$ cat src/rtl/seq_shift_add_mul.sv
// seq_shift_add_mul: sequential shift-add multiplier with signed/unsigned mode.
// Multiplies the operand magnitudes one bit per cycle, then applies the sign in a single fix-up cycle.
module seq_shift_add_mul #(
    parameter int N = 32
) (
    input  logic           clk,
    input  logic           rst_n,
    input  logic           start,
    input  logic           signed_mode,
    input  logic [N-1:0]   multiplicand,
    input  logic [N-1:0]   multiplier,
    output logic           ready,
    output logic           busy,
    output logic           done,
    output logic [2*N-1:0] product
);
    localparam int CW = (N > 2) ? $clog2(N) : 1;

    typedef enum logic [1:0] {IDLE, CALC, FIX, DONE} state_t;

    state_t         state_q, state_d;
    logic [N:0]     acc_q, acc_d;
    logic [N-1:0]   ma_q, ma_d;
    logic [N-1:0]   mb_q, mb_d;
    logic           neg_q, neg_d;
    logic [CW-1:0]  cnt_q, cnt_d;
    logic [2*N-1:0] product_q, product_d;
    logic [N:0]     sum;
    logic [2*N-1:0] raw;

    always_ff @(posedge clk or negedge rst_n) begin
        if (!rst_n) begin
            state_q   <= IDLE;
            acc_q     <= '0;
            ma_q      <= '0;
            mb_q      <= '0;
            neg_q     <= 1'b0;
            cnt_q     <= '0;
            product_q <= '0;
        end else begin
            state_q   <= state_d;
            acc_q     <= acc_d;
            ma_q      <= ma_d;
            mb_q      <= mb_d;
            neg_q     <= neg_d;
            cnt_q     <= cnt_d;
            product_q <= product_d;
        end
    end

    always_comb begin
        state_d   = state_q;
        acc_d     = acc_q;
        ma_d      = ma_q;
        mb_d      = mb_q;
        neg_d     = neg_q;
        cnt_d     = cnt_q;
        product_d = product_q;
        sum       = acc_q + ({(N+1){mb_q[0]}} & {1'b0, ma_q});
        raw       = {acc_q[N-1:0], mb_q};
        case (state_q)
            IDLE: if (start) begin
                state_d = CALC;
                neg_d   = signed_mode & (multiplicand[N-1] ^ multiplier[N-1]);
                // N-bit negation maps -2^(N-1) onto its own unsigned magnitude
                ma_d    = (signed_mode & multiplicand[N-1]) ? -multiplicand : multiplicand;
                mb_d    = (signed_mode & multiplier[N-1]) ? -multiplier : multiplier;
                acc_d   = '0;
                cnt_d   = '0;
            end
            CALC: begin
                acc_d = {1'b0, sum[N:1]};
                mb_d  = {sum[0], mb_q[N-1:1]};
                cnt_d = cnt_q + 1'b1;
                state_d = (cnt_q == CW'(N-1)) ? FIX : CALC;
            end
            FIX: begin
                product_d = neg_q ? -raw : raw;
                state_d   = DONE;
            end
            default: state_d = IDLE;
        endcase
    end

    assign ready   = (state_q == IDLE);
    assign busy    = (state_q == CALC) || (state_q == FIX);
    assign done    = (state_q == DONE);
    assign product = product_q;
endmodule

$ cat config.mk
export PLATFORM = sky130hd
export DESIGN_NAME = seq_shift_add_mul
export DESIGN_NICKNAME = d
export VERILOG_FILES = /design/src/rtl/seq_shift_add_mul.sv
export SDC_FILE = /design/constraint.sdc
export NUM_CORES = 1
export LEC_CHECK = 0
export BUFFER_PORTS_ARGS = -buffer_cell sky130_fd_sc_hd__buf_4
export CAP_MARGIN = 10
export CORE_MARGIN = 2
export CORE_UTILIZATION = 50
export CTS_BUF_LIST = sky130_fd_sc_hd__clkbuf_16
export CTS_CLUSTER_DIAMETER = 60
export CTS_CLUSTER_SIZE = 40
export DETAILED_ROUTE_END_ITERATION = 16
export GPL_TIMING_DRIVEN = 0
export PLACE_DENSITY_LB_ADDON = 0.25
export SLEW_MARGIN = 40
export SYNTH_ARGS = -nofsm -noshare
export SYNTH_HDL_FRONTEND = slang
export SYNTH_SLANG_ARGS = --single-unit
$ cat constraint.sdc
create_clock -name clk -period 3.8 [get_ports clk]
set_clock_uncertainty 0.2 [all_clocks]
set_input_delay 0.19 -clock clk [delete_from_list [all_inputs] [get_ports clk]]
set_output_delay 0.19 -clock clk [all_outputs]
set_load 0.01 [all_outputs]
# --- Word-level counts from Yosys, hierarchy flattened ---
# Index checks and enable logic that the tools add are counted.
totals:
  regBits: 169
  input_bits: 68
  elab_cells: 39
op_classes:
  bitwise_logic: 5
  addsub: 5
  n_mux: 12
  reduce_logical: 5
  n_eq_ne: 5
op_table:
  columns: ["cell", "n"]
  rows:
  - ["32-bit 2-to-1 mux", 3]
  - ["33-bit one-hot mux with 2 select lines", 1]
  - ["64-bit 2-to-1 mux", 1]
  - ["32-bit negation", 2]
  - ["64-bit negation", 1]
  - ["32-bit one-hot mux with 2 select lines", 1]
  - ["33-bit adder", 1]
  - ["33-bit by 32-bit AND with 33-bit output", 1]
  - ["33-bit 2-to-1 mux", 1]
  - ["5-bit one-hot mux with 2 select lines", 1]
  - ["2-bit one-hot mux with 3 select lines", 1]
  - ["5-bit by 1-bit adder with 5-bit output (second input constant)", 1]
  - ["5-bit equality test (second input constant)", 1]
  - ["5-bit 2-to-1 mux", 1]
  - ["2-bit equality test (second input constant)", 2]
  - ["2-bit 2-to-1 mux", 2]
  - ["2-bit AND reduction", 2]
  - ["1-bit AND", 3]
  - ["2-bit by 1-bit equality test with 1-bit output (second input constant)", 1]
  - ["2-bit logical NOT", 1]
  - ["2-bit != test (second input constant)", 1]
  - ["2-bit nonzero test", 1]
  - ["1-bit logical OR", 1]
  - ["1-bit XOR", 1]

# --- Longest topological paths before layout ---
# Gate-level depths: netlist (run 1).
depth:
  ltp_word: 4
  ltp_mapped: 12

# --- Worst setup path after synthesis (run 1) ---
# OpenSTA, ideal clock, no wires.
synth_path:
  path_kind: "register -> register"
  start: "reg mb_q[0]"
  end: "reg acc_q[29]"
  n_path_buf: 3
  path_stages_with_launch: 12
  setup_ns: 0.122
  arrival_time_ns: 2.676
  setup_slack_ns: 0.802
  synth_period_minus_slack_ns: 2.998
  required_time_ns: 3.478
  cell_sequence: "dfrtp_1 -> clkbuf_1 -> clkbuf_1 -> and2_1 -> ha_1 -> clkbuf_1 -> a21oi_1 -> o21ai_0 -> a2111oi_0 -> a211o_1 -> nand3b_1 -> a32o_1"
synth_via:
  elab_chain_cells: 3
synth_lines:
  columns: ["element", "line_no", "source"]
  rows:
  - ["from (decl)", "24", "logic [N-1:0] mb_q, mb_d;"]
  - ["from (signal assigned)", "44", "mb_q <= mb_d;"]
  - ["33-bit by 32-bit AND with 33-bit output", "59", "sum = acc_q + ({(N+1){mb_q[0]}} & {1'b0, ma_q});"]
  - ["33-bit adder", "59", null]
  - ["33-bit one-hot mux with 2 select lines", "61", "case (state_q)"]
  - ["to (signal assigned)", "34", "acc_q <= '0;"]
  - ["to (signal assigned)", "42", "acc_q <= acc_d;"]
  - ["to (decl)", "22", "logic [N:0] acc_q, acc_d;"]
# Every way passes these cells.
# A chain may end at the register's enable or synchronous reset.

# --- Worst setup path in the final report (run 1) ---
layout_path:
  start: "reg mb_q[0]"
  end: "reg acc_q[27]"
# The elaborated chain is that of the path after synthesis.

==> results.json, run 1 <==
{
  "vias": 10700,
  "worst_setup_path_end_kind": "register",
  "drv_cap": 0,
  "regArea_mm2": 0.00421,
  "multi_input_comb_area_mm2": 0.00655,
  "slowest_stage": "dfrtp_2",
  "fp.dieArea_mm2": 0.0235,
  "antenna_found_initial": 0,
  "crit_top_cell": "o31a_1",
  "yosys_warnings": 0,
  "max_freq_mhz": 275,
  "routed_wirelength_mm": 32.9,
  "cts_setup_buffers": 0,
  "core_area_mm2": 0.0218,
  "grt_pass1_wl_mm": 52.3,
  "io_pins": 135,
  "root_buffer": "clkbuf_16",
  "rows": 54,
  "worstPathRequired_ns": 3.98,
  "finalHoldViolations": 0,
  "cts_buffer_depth": 2,
  "cts_tree": "built",
  "drt_iter0_drc": 919,
  "setup_viol": 0,
  "cts_sinks": 168,
  "drc": 0,
  "gp_congestion": 0.919,
  "synth-seq-cells": 168,
  "p_leak_nw": 6.02,
  "max_slew_margin_pct": 46.0,
  "n_fill_cell": 1875,
  "synth_flop_cell": "dfrtp_1",
  "critPathMaxStageDelay_ns": 0.54,
  "drt.antenna.violating_nets": 0,
  "async_reset_ff_share_pct": 100,
  "cts_made_buffers": 17,
  "critPathArrivalTime_ns": 3.81,
  "crit_chain": "clkbuf_1 > nand2_1 > fa_1 > nor2b_1 > o31a_1 > o31a_1 > o21ai_1 > o31a_1 > or4_1 > nand3_1",
  "cts-htree-levels": 4,
  "slew_viol_final": 0,
  "placed_area_mm2": 0.0126,
  "synth_edf_count": 0,
  "syn2layout_area_growth_pct": 23.7,
  "first_pass_iters": 6,
  "viasPerCell": 5.84,
  "worstPathMaxFanout": 11,
  "track_usage_pct": 27.7,
  "tightest_slew_ns": 0.805,
  "die_h_um": 153,
  "finalSetupTns_ns": 0,
  "rsz0062_at_grt": "false",
  "hpwl_mm": 24.7,
  "nets": 1644,
  "min_period_ns": 3.63,
  "cp-start-kind": "register",
  "max-vdd-ir-drop_v": 0.000374,
  "worstHoldPathType": "input port to asynchronous set/reset pin",
  "grt_pass1_vias": 9951,
  "stdcell_area_mm2": 0.0138,
  "synthCells": 1322,
  "dieWidth_um": 153,
  "synth_nets": 1432,
  "diodes": 0,
  "grt_remaining_overflow": 0,
  "yosysSeqAreaShare_pct": 37.7,
  "drive_gt1_share_pct": 12.4,
  "syn_avg_cell_area_um2": 8.43,
  "synth_cell_types": 74,
  "synth.cell_area_mm2": 0.0111,
  "grt_start_max_net_pins": 74,
  "instances_no_fill": 1826,
  "clk_latency_ns": 0.44,
  "wl_per_cell_um": 18.0,
  "portBuffers": 133,
  "clk_pin_slew_ns": 0.07,
  "crit_type": "register to register",
  "whs_ns": 0.0258,
  "initial_core_util_pct": 51.1,
  "pwr_density_cell_mw_per_mm2": 713,
  "dp.cells": 1737,
  "fin_crit_sh_pct": 95.5,
  "status": "completed"
}
[routing by layer]
metal	vias to the layer above	GRT usage, %	part of all wire [%]
li1	5154	-	-
met1	5025	40.8	47
met2	438	42.7	44
met3	38	5.19	7.7
met4	0	6.13	1.3
met5	-	0	0
[cells by family after synthesis]
group / share of synthesized area [%]
AOI/OAI and AO/OA: 21.8
xor gates and xnor gates: 11.0
adders and majority gates: 4.78
buffers and inverters: 3.59
DFF: 37.7
muxes: 1.13
and+or+nand+nor: 20.0
[path summary, 6_finish.rpt]
| kind | from | to | slack (ns) | cells past startpoint |
|---|---|---|---|---|
| setup / recovery | mb_q[0]$_DFFE_PN0P_ | acc_q[27]$_DFFE_PN0P_ | 0.17 | 10 |
| hold / removal | rst_n | ma_q[13]$_DFFE_PN0P_ | 0.03 | 2 |
| setup reg to reg | mb_q[0]$_DFFE_PN0P_ | acc_q[27]$_DFFE_PN0P_ | 0.17 | 10 |
| hold reg to reg | ma_q[29]$_DFFE_PN0P_ | ma_q[29]$_DFFE_PN0P_ | 0.27 | 2 |
| max in group asynchronous | rst_n | mb_q[17]$_DFFE_PN0P_ | 2.71 | 3 |
| min in group clk | multiplier[24] | mb_q[25]$_DFFE_PN0P_ | 0.03 | 4 |
[flip-flops by register name, indices dropped and copies added, names as in the netlist]
signal   count
acc_q       32
product     64
ma_q        32
neg_q        1
cnt_q        5
mb_q        32
state_q      2
[cell usage after synthesis, types with 9 or more instances]
| master | n | area share [%] |
|---|---|---|
| ha_1 | 41 | 4.6 |
| dfrtp_1 | 168 | 38 |
| nand2_1 | 136 | 4.6 |
| mux2i_1 | 10 | 0.90 |
| nand3_1 | 26 | 1.2 |
| nor3_1 | 28 | 1.3 |
| o22ai_1 | 9 | 0.51 |
| xor2_1 | 88 | 6.9 |
| xnor2_1 | 52 | 4.1 |
| o41ai_1 | 12 | 0.94 |
| a22oi_1 | 17 | 1.1 |
| nor2_1 | 124 | 4.2 |
| nor4_1 | 14 | 0.79 |
| a21oi_1 | 136 | 6.1 |
| nand4_1 | 14 | 0.79 |
| or4_1 | 15 | 1.0 |
| or3_1 | 11 | 0.62 |
| o21ai_0 | 131 | 5.9 |
| clkbuf_1 | 71 | 2.4 |
| and2_1 | 34 | 1.9 |
| inv_1 | 26 | 0.88 |
| and3_1 | 14 | 0.79 |
| o31ai_1 | 29 | 2.0 |
[layout by cell type, fill, tap and decap left out, drive strengths merged, types with 4 or more instances in the layout]
cell / instances
or4: 16
clkinvlp: 4
o21a: 5
a31oi: 8
o41ai: 14
o211ai: 4
ha: 41
nor3: 29
or3: 12
a21o: 8
clkbuf: 88
nand2b: 6
dlygate4sd3: 59
buf: 141
and3: 14
nor2: 124
a211oi: 7
xnor2: 52
o21ai: 132
and2: 35
inv: 30
mux2i: 10
o31ai: 29
a21oi: 136
nor3b: 5
bufinv: 4
nand3: 26
nor2b: 6
nand4: 14
o22ai: 9
nor4: 17
xor2: 88
a22o: 4
nand2: 137
dfrtp: 168
a22oi: 17
o31a: 4
[per-stage QoR]
| step | utilization (%) | power [mW] | setup WS, ns |
|---|---|---|---|
| 2_1_floorplan | - | 6.32 | 0.802 |
| 3_3_place_gp | 57.2 | 7.63 | -0.102 |
| 3_5_place_dp | 57.5 | 7.75 | -0.0605 |
| 4_1_cts | 63.1 | 9.71 | 0.103 |
| 5_1_grt | 63.1 | 10.5 | 0.0128 |
| 6_report | 63.1 | 9.83 | 0.170 |
[final cells by class]
class	count	share of cell area [%]
clock inverters	14	1.43
well taps	280	2.54
inverters	26	0.708
repair buffers	194	12.0
flip-flops and latches	168	30.5
multi-input cells	1050	47.6
plain buffers	77	2.17
clock buffers	17	3.09
[timing repair]
item,in CTS,in global routing
hold buffers,59,0
endpoints found under the setup margin,3,7
gates resized for setup,0,3
hold endpoints to repair,222,0
[report_power, final]
| part | internal, mW | switching (mW) | total [mW] |
|---|---|---|---|
| clock network | 1.10 | 0.775 | 1.88 |
| logic | 1.89 | 3.01 | 4.90 |
| registers | 2.32 | 0.728 | 3.05 |
[critical path: cells and delay by family, from the launching register on]
kind | cells | cell delay [ns]
compound gates | 4 | 1.14
flops | 1 | 0.54
buf+inv | 1 | 0.32
simple gates | 4 | 0.88
fa+ha+maj | 1 | 0.47
(Power assumes the default switching activity.)
==> run 2: changes to the inputs <==
--- a/config.mk
+++ b/config.mk
@@ -7,14 +7,17 @@
 export LEC_CHECK = 0
 export BUFFER_PORTS_ARGS = -buffer_cell sky130_fd_sc_hd__buf_4
 export CAP_MARGIN = 10
+export CELL_PAD_IN_SITES_DETAIL_PLACEMENT = 1
+export CELL_PAD_IN_SITES_GLOBAL_PLACEMENT = 2
 export CORE_MARGIN = 2
-export CORE_UTILIZATION = 50
+export CORE_UTILIZATION = 36
 export CTS_BUF_LIST = sky130_fd_sc_hd__clkbuf_16
 export CTS_CLUSTER_DIAMETER = 60
 export CTS_CLUSTER_SIZE = 40
 export DETAILED_ROUTE_END_ITERATION = 16
 export GPL_TIMING_DRIVEN = 0
 export PLACE_DENSITY_LB_ADDON = 0.25
+export RECOVER_POWER = 50
 export SLEW_MARGIN = 40
 export SYNTH_ARGS = -nofsm -noshare
 export SYNTH_HDL_FRONTEND = slang
==> run 2 against run 1 <==
Effect of this change: the flow now finishes with violations (capacitance limit, slew limit); sequential share of layout area increased by 0.21 points; hold slack worse by 0.0024 ns; die area rose by 38%; setup slack improved by 0.068 ns; cell area is 0.69% lower; sequential power barely moved; global-route usage decreased by 4.0 points; routed wire length grew 16%; sequential cell count is the same; largest power group unchanged.
==> results.json, run 2 (same netlist as run 1, synthesis figures left out) <==
{
  "totalPowerFinal_mw": 9.89,
  "worst_setup_path_end_kind": "register",
  "p_comb_share_pct": 50.5,
  "critPathArrivalTime_ns": 3.74,
  "fp.dieArea_mm2": 0.0324,
  "drive_gt1_share_pct": 10.4,
  "r2r_slack_ns": 0.25,
  "min_period_ns": 3.56,
  "portBuffers": 133,
  "drc": 0,
  "rr_startpoint": "mb_q[0]$_DFFE_PN0P_",
  "worstHoldPathType": "input port to register",
  "rows": 64,
  "routed_wirelength_mm": 38.1,
  "p_clk_share_pct": 18.4,
  "rsz0062_at_grt": "false",
  "core_area_mm2": 0.0305,
  "use_met1_pct": 35.4,
  "slew_viol_final": 35,
  "crit_type": "input port to register",
  "finalHoldViolations": 0,
  "grtUsageMet3_pct": 3.26,
  "final_cell_mix": "dfrtp_1, nand2_1, a21oi_1, o21ai_0, nor2_1",
  "max-vdd-ir-drop_v": 0.000335,
  "max_slew_margin_pct": -29.9,
  "gp_congestion": 0.857,
  "cp-start-kind": "input port",
  "fin_crit_sh_pct": 93.8,
  "vias": 10600,
  "stdcell_area_mm2": 0.0137,
  "seqPwrFrac_pct": 31.1,
  "grt_remaining_overflow": 0,
  "cts_buffer_depth": 2,
  "drv_cap": 1,
  "dp.cells": 1853,
  "drt_iter0_drc": 510,
  "track_usage_pct": 23.7,
  "drt.antenna.violating_nets": 0,
  "clk_latency_ns": 0.45,
  "antenna_found_initial": 0,
  "violations": "capacitance limit, slew limit",
  "crit-reg2reg-capture": "acc_q[23]$_DFFE_PN0P_",
  "p_leak_nw": 5.84,
  "hpwl_mm": 29.3,
  "met2_usage_pct": 36.5,
  "r2r_cells": 10,
  "first_pass_iters": 5,
  "cts_tree": "built",
  "multi_input_comb_area_mm2": 0.00654,
  "p_int_mw": 5.18,
  "status": "finished, violations left",
  "dieWidth_um": 180,
  "tightest_slew_ns": 1.95,
  "max_freq_mhz": 281,
  "hold_depth": 4,
  "cts-htree-levels": 4,
  "n_fill_cell": 3668,
  "final_common_cell": "dfrtp_1",
  "nets": 1641,
  "io_pins": 135,
  "cts_sinks": 168,
  "root_buffer": "clkbuf_16",
  "setup_viol": 0,
  "grt-busiest-layer": "met2",
  "syn2layout_area_growth_pct": 22.8,
  "switchingPower_mw": 4.71,
  "wl_per_cell_um": 19.6,
  "grt_pass1_vias": 10900,
  "clk_pin_slew_ns": 0.08,
  "placed_area_mm2": 0.0127,
  "regArea_mm2": 0.00421,
  "worstPathRequired_ns": 3.97,
  "pwr_density_cell_mw_per_mm2": 723,
  "p_sw_share_pct": 47.6,
  "die_h_um": 180,
  "largest_reg_flops": 64,
  "instances_no_fill": 1940,
  "grt_pass1_wl_mm": 61.2,
  "initial_core_util_pct": 36.5,
  "hold_end": "mb_q[8]$_DFFE_PN0P_",
  "grt_start_max_net_pins": 72,
  "worstHoldStart": "multiplier[8]",
  "worstPathMaxFanout": 6,
  "diodes": 0,
  "cts_made_buffers": 17,
  "final_util_pct": 44.9,
  "viasPerCell": 5.44
}
## run 2: worst max-delay path by stage
stage / from / slack (ns) / depth (start not counted) / end
after CTS: mb_q[0]$_DFFE_PN0P_ / 0.01 / 10 / acc_q[27]$_DFFE_PN0P_
after global routing: mb_q[0]$_DFFE_PN0P_ / 0.005 / 10 / acc_q[23]$_DFFE_PN0P_
final: multiplier[3] / 0.24 / 10 / mb_q[31]$_DFFE_PN0P_
after floorplan: mb_q[0]$_DFFE_PN0P_ / 0.80 / 11 / acc_q[29]$_DFFE_PN0P_
after global placement: mb_q[0]$_DFFE_PN0P_ / -0.18 / 11 / acc_q[29]$_DFFE_PN0P_
after detailed placement: mb_q[0]$_DFFE_PN0P_ / -0.18 / 11 / acc_q[27]$_DFFE_PN0P_
## run 2: per-stage QoR
stage          setup WS [ns]  hold slack [ns]  setup TNS, ns
2_1_floorplan          0.802           -0.306              0
3_3_place_gp          -0.178            0.257         -0.466
3_5_place_dp          -0.178           -0.109         -0.511
4_1_cts              0.00962          0.00776              0
5_1_grt              0.00495           0.0187              0
6_report               0.237           0.0234              0
## run 2: power by group through the flow
stage | Sequential [mW] | Clock [mW] | Combinational, mW
CTS | 3.06 | 1.85 | 5.00
floorplan | 2.76 | 0 | 3.55
global placement | 3.04 | 0 | 4.81
detailed placement | 3.07 | 0 | 4.92
global route | 3.15 | 1.93 | 5.62
finish | 3.08 | 1.82 | 5.00
## run 2: repair_timing
action	4_1_cts	5_1_grt
cloned	0	0
hold endpoints to repair	222	0
setup buffers	0	0
setup endpoints to repair	8	8
hold buffers	56	0
gates resized for setup	0	3
## run 2: worst max-delay path: stages
cell	delay, ns
dlygate4sd3_1	0.53
buf_4	0.15
or4_1	0.40
clkbuf_1	0.18
nor4_2	0.53
nand4_1	0.31
nor3b_1	0.45
a31oi_1	0.18
o21ai_0	0.21
dlygate4sd3_1	0.60
## run 2: final cells by class
class / count / area share, %
multi-input combinational: 1050 / 47.8
sequential: 168 / 30.7
timing repair buffer: 191 / 10.6
tap: 396 / 3.62
clock buffer: 17 / 3.11
buffer: 77 / 2.20
clock inverter: 15 / 1.23
inverter: 26 / 0.713
## run 2: routing by layer
| layer | vias to the layer above | share of wire, % |
|---|---|---|
| met5 | - | 0 |
| met4 | 0 | 1.2 |
| met3 | 28 | 3.5 |
| met2 | 198 | 44 |
| met1 | 5195 | 51 |
| li1 | 5136 | - |
